### src/rtl/log_level_meter.sv
// Peak-hold level meter for log2 codes: instant attack, sample-counted hold, linear log release.
// Optional sticky clip flag enabled by defining LOG_METER_CLIP_EN.
module log_level_meter #(
  parameter int unsigned HOLD_SAMPLES = 1024,
  parameter int unsigned DECAY_DIV    = 16
) (
  input  logic       clk,
  input  logic       rst,
  input  logic       in_valid,
  input  logic [7:0] in_log,
  input  logic       clip_clr,
  output logic [7:0] peak_out,
  output logic       peak_valid,
  output logic [1:0] state_out,
  output logic       clip
);

  localparam int unsigned HW = (HOLD_SAMPLES > 1) ? $clog2(HOLD_SAMPLES) : 1;
  localparam int unsigned DW = (DECAY_DIV > 1) ? $clog2(DECAY_DIV) : 1;
  localparam logic [HW-1:0] HOLD_LAST  = HW'(HOLD_SAMPLES - 1);
  localparam logic [DW-1:0] DECAY_LAST = DW'(DECAY_DIV - 1);

  typedef enum logic [1:0] {
    StIdle  = 2'b00,
    StHold  = 2'b01,
    StDecay = 2'b10
  } state_e;

  state_e        state;
  logic [HW-1:0] hold_cnt;
  logic [DW-1:0] decay_cnt;

  always_ff @(posedge clk or posedge rst) begin
    if (rst) begin
      state      <= StIdle;
      peak_out   <= 8'h00;
      peak_valid <= 1'b0;
      hold_cnt   <= '0;
      decay_cnt  <= '0;
    end else begin
      peak_valid <= in_valid;
      if (in_valid) begin
        // Capture wins in every state; equal codes restart the hold.
        if (in_log >= peak_out) begin
          peak_out  <= in_log;
          hold_cnt  <= '0;
          decay_cnt <= '0;
          state     <= StHold;
        end else begin
          case (state)
            StHold: begin
              if (hold_cnt == HOLD_LAST) begin
                state     <= StDecay;
                hold_cnt  <= '0;
                decay_cnt <= '0;
              end else begin
                hold_cnt <= hold_cnt + HW'(1);
              end
            end
            StDecay: begin
              if (decay_cnt == DECAY_LAST) begin
                decay_cnt <= '0;
                if (peak_out <= 8'd1) begin
                  peak_out <= 8'h00;
                  state    <= StIdle;
                end else begin
                  peak_out <= peak_out - 8'd1;
                end
              end else begin
                decay_cnt <= decay_cnt + DW'(1);
              end
            end
            default: ;
          endcase
        end
      end
    end
  end

  assign state_out = state;

`ifdef LOG_METER_CLIP_EN
  always_ff @(posedge clk or posedge rst) begin
    if (rst) begin
      clip <= 1'b0;
    end else if (in_valid && (in_log == 8'hFF)) begin
      clip <= 1'b1;
    end else if (clip_clr) begin
      clip <= 1'b0;
    end
  end
`else
  logic unused_clip_clr;
  assign unused_clip_clr = clip_clr;
  assign clip = 1'b0;
`endif

endmodule

### config.mk
export PLATFORM = sky130hd
export DESIGN_NAME = log_level_meter
export DESIGN_NICKNAME = d
export VERILOG_FILES = /design/src/rtl/log_level_meter.sv
export SDC_FILE = /design/constraint.sdc
export NUM_CORES = 1
export LEC_CHECK = 0
export CAP_MARGIN = 0
export CORE_MARGIN = 2
export CORE_UTILIZATION = 59
export DETAILED_ROUTE_END_ITERATION = 16
export GPL_TIMING_DRIVEN = 1
export PLACE_DENSITY = 0.85
export SLEW_MARGIN = 20
export SYNTH_ARGS = -nofsm -noshare
export SYNTH_HDL_FRONTEND = slang
export SYNTH_SLANG_ARGS = --single-unit
### constraint.sdc
create_clock -name clk -period 4 [get_ports clk]
set_clock_uncertainty 0.1 [all_clocks]
set_input_delay 0.8 -clock clk [delete_from_list [all_inputs] [get_ports clk]]
set_output_delay 0.8 -clock clk [all_outputs]
set_load 0.01 [all_outputs]
==> summary.md <==
| Metric | Value |
|---|---|
| Number of enable flip-flop cells after synthesis | `0` |
| Fin Setup TNS | `0 ns` |
| Total grt overflow | `0` |
| CTS tree | `yes` |
| CP peak stage delay | `0.66 ns` |
| Vias in the first global route | `1665` |
| CP max FO | `14` |
| Global-route wire length before repair | `7.07 mm` |
| Cell count after synthesis | `199` |
| RD Place Congestion | `0.901` |
| Critical Path Start Type | `input pin` |
| Buf+Inv Stages, Crit Path | `2` |
| CP max stage cell | `a211oi_4` |
| Top cells by count, synth | `25 x dfrtp_1, 17 x nand2_1, 14 x inv_1, 14 x nand3_1, 12 x ha_1` |
| Critical path class | `input pin to flip-flop` |
| Fill cells | `232` |
| Status | `finished, final reports clean` |
| Sw power | `0.000464 W` |
| Max-capacitance violation count | `0` |
| P_int | `0.000576 W` |
| Placement Setup Slack | `0.454 ns` |
| FMAX | `311 MHz` |
| Net count, final | `242` |
| Non-filler cells, final | `250` |
| Top Ports | `24` |
| Final worst path period share | `80.4%` |
| Number of CTS-inserted buffers | `3` |
| Synth area leader | `dfrtp_1` |
| Initial DRC Count | `112` |
| Synth Warn # | `0` |
| Initial antenna violation count | `0` |
| Final hold vios | `0` |
| Clk sink count | `25` |
| DP HPWL | `3.22 mm` |
| DRT antenna net count | `0` |
| Avg Inst Size Synth | `9.05 µm²` |
| Worst EP arrival | `3.32 ns` |
| Final Max Tran Viols | `0` |
| RSZ-0062 raised after global routing | `no` |
| Req. time, crit path | `4.10 ns` |
| Initial Util | `60.5%` |
| Placed Cells | `246` |
| Number of post-CTS setup repair buffers | `0` |
| Vias | `1661` |
| H-tree depth | `1` |
| Full die area | `3510 µm²` |
| Syn_nets | `223` |
| Power Dens Cells | `511 nW/µm²` |
| Largest net degree at the start of global routing | `26` |
| Core area | `2980 µm²` |
| Slew margin rel. | `38.4%` |
| Clock power share | `11.3%` |
| # port buffers | `21` |
| Die width | `59.2 µm` |
| Top post-synthesis cells by area | `dfrtp_1 35%, ha_1 8.3%, nand3_1 3.9%` |
| Final min period | `3.21 ns` |
| Drc violations | `0` |
| Slew @ Worst Pin | `0.923 ns` |
| Clk pin slew, worst setup/hold paths | `0.15 ns` |
| Final Core Density | `68.3%` |
| Final worst setup slack | `0.786 ns` |
| Clock Path Buffers | `2` |
| Mapped Area | `1800 µm²` |
| Count leader, synth | `dfrtp_1` |
| Chip Height | `59.2 µm` |
| P&R area growth vs syn | `13.0%` |
| # hold bufs at CTS | `0` |
| Yosys reg bits | `25` |
| Ant diodes | `0` |
| Cell row count | `20` |
| Fraction of layout cells with a size suffix above 1 | `8.29%` |
| Register area share after synthesis | `34.7%` |
| Post-synth ARST share | `100%` |
| Combinational power share | `52.0%` |
| CP cell instances | `clkdlybuf4s50_1 > inv_1 > ha_1 > o21ai_0 > a211oi_4 > or2_1 > o21ai_1 > o2bb2ai_1` |
| Routed wire length | `4.25 mm` |
| Crit-path leading delay family | `compound AO/OA/AOI/OAI gates` |
| Clk Tree Root Cell | `clkbuf_4` |
| Min-Delay Path Class | `flip-flop to flip-flop` |
| Sequential power share | `36.6%` |
| Leak | `0.864 nW` |
| All-Layer GR Usage | `25.7%` |
| WL per Instance | `17.0 µm` |
| Clk_lat worst skew | `0.32 ns` |
| CP Capture Type | `flip-flop` |
| Top cell type's share of synthesized area | `34.7%` |
| Worst IR Drop VDD | `0.000298 V` |
| Post-CTS sizing | `0` |
| Switching power share of the total | `44.6%` |
| DRT Pass-1 Iters | `5` |
| Vias per cell | `6.64` |
| Primary FF master, synth | `dfrtp_1` |
| Distinct cells, synth | `50` |
| Setup violations, final | `0` |
[flip-flops by register name, indices dropped and copies added, names as in the netlist]
name	flops
peak_out	8
peak_valid	1
decay_cnt	4
state_out	2
hold_cnt	10
[cell type report]
| class | instances | area (µm²) | area share, % |
|---|---|---|---|
| clock buffers | 3 | 22.5 | 1.11 |
| clock inverters | 1 | 5.00 | 0.246 |
| inverters | 14 | 52.6 | 2.58 |
| multi-input cells | 151 | 1060 | 52.2 |
| flip-flops and latches | 25 | 626 | 30.8 |
| well taps | 33 | 41.3 | 2.03 |
| repair buffers | 23 | 225 | 11.1 |
[final timing paths]
kind                                          from                        to  slack (ns)  cells after the start
setup / recovery                         in_log[0]   peak_out[7]$_DFFE_PP0P_        0.79                      8
min in group asynchronous                      rst  decay_cnt[1]$_DFFE_PP0P_        0.86                      2
setup reg to reg           peak_out[4]$_DFFE_PP0P_   peak_out[7]$_DFFE_PP0P_        1.25                      8
hold reg to reg            hold_cnt[8]$_DFFE_PP0P_   hold_cnt[8]$_DFFE_PP0P_        0.40                      1
max in group asynchronous                      rst   hold_cnt[2]$_DFFE_PP0P_        2.38                      2
hold / removal             hold_cnt[8]$_DFFE_PP0P_   hold_cnt[8]$_DFFE_PP0P_        0.40                      1
[power by group through the flow]
stage               combinational (W)  sequential, W  clock (W)
global route                 0.000585       0.000389   0.000128
CTS                          0.000539       0.000378   0.000119
global placement             0.000514       0.000376          0
detailed placement           0.000537       0.000382          0
floorplan                    0.000370       0.000386          0
finish                       0.000541       0.000381   0.000118
[worst register-to-register path, cell delays in order, from the launching register on]
cell and delay, ns:
dfrtp_1 0.44, inv_1 0.10, ha_1 0.28, o21a_1 0.13, a21oi_2 0.08, a211oi_4 0.61, or2_1 0.56, o21ai_1 0.17
o2bb2ai_1 0.15
[layout by cell type, fill, tap and decap left out, types with 3 or more instances in the layout]
master	Yosys	layout
o21ai_1	7	7
inv_1	14	14
and3_1	3	3
o31ai_2	3	3
o21ai_0	3	3
nor3b_1	3	3
o31ai_1	5	5
clkbuf_4	0	3
a22o_1	3	3
and4_1	3	3
clkdlybuf4s50_1	0	21
nand2_1	17	17
a21oi_1	10	10
nor3_1	5	5
nor4_1	3	3
nor2_1	10	10
ha_1	12	12
or2_1	3	3
dfrtp_1	25	25
nand2b_1	3	3
o22ai_1	4	4
nand3_1	14	14
nand4_1	5	5
[kinds of logic (layout without fill, tap and decap cells)]
group / count (synthesis) / after routing / synth area share (%)
multiplexers: 2 / 2 / 1.18
buffers and inverters: 23 / 41 / 6.25
AND/OR/NAND/NOR: 79 / 79 / 24.2
AO/OA/AOI/OAI: 57 / 57 / 25.1
other: 1 / 1 / 0.208
adder cells (fa/ha/maj): 12 / 12 / 8.34
flip-flops: 25 / 25 / 34.7
[routing by layer]
layer,share of wire [%],global-route usage [%]
met1,43,31.0
met2,51,45.1
met3,4.1,3.06
met4,2.0,12.0
met5,0,0
[per-stage QoR]
step	instance area [µm²]	total power (W)	hold slack, ns
floorplan	1800	0.000756	0.344
global placement	2010	0.000890	0.375
detailed placement	2010	0.000918	0.376
CTS	2030	0.00104	0.397
global route	2030	0.00110	0.423
finish	2030	0.00104	0.397
No activity file was read; power rests on OpenSTA's default activity.
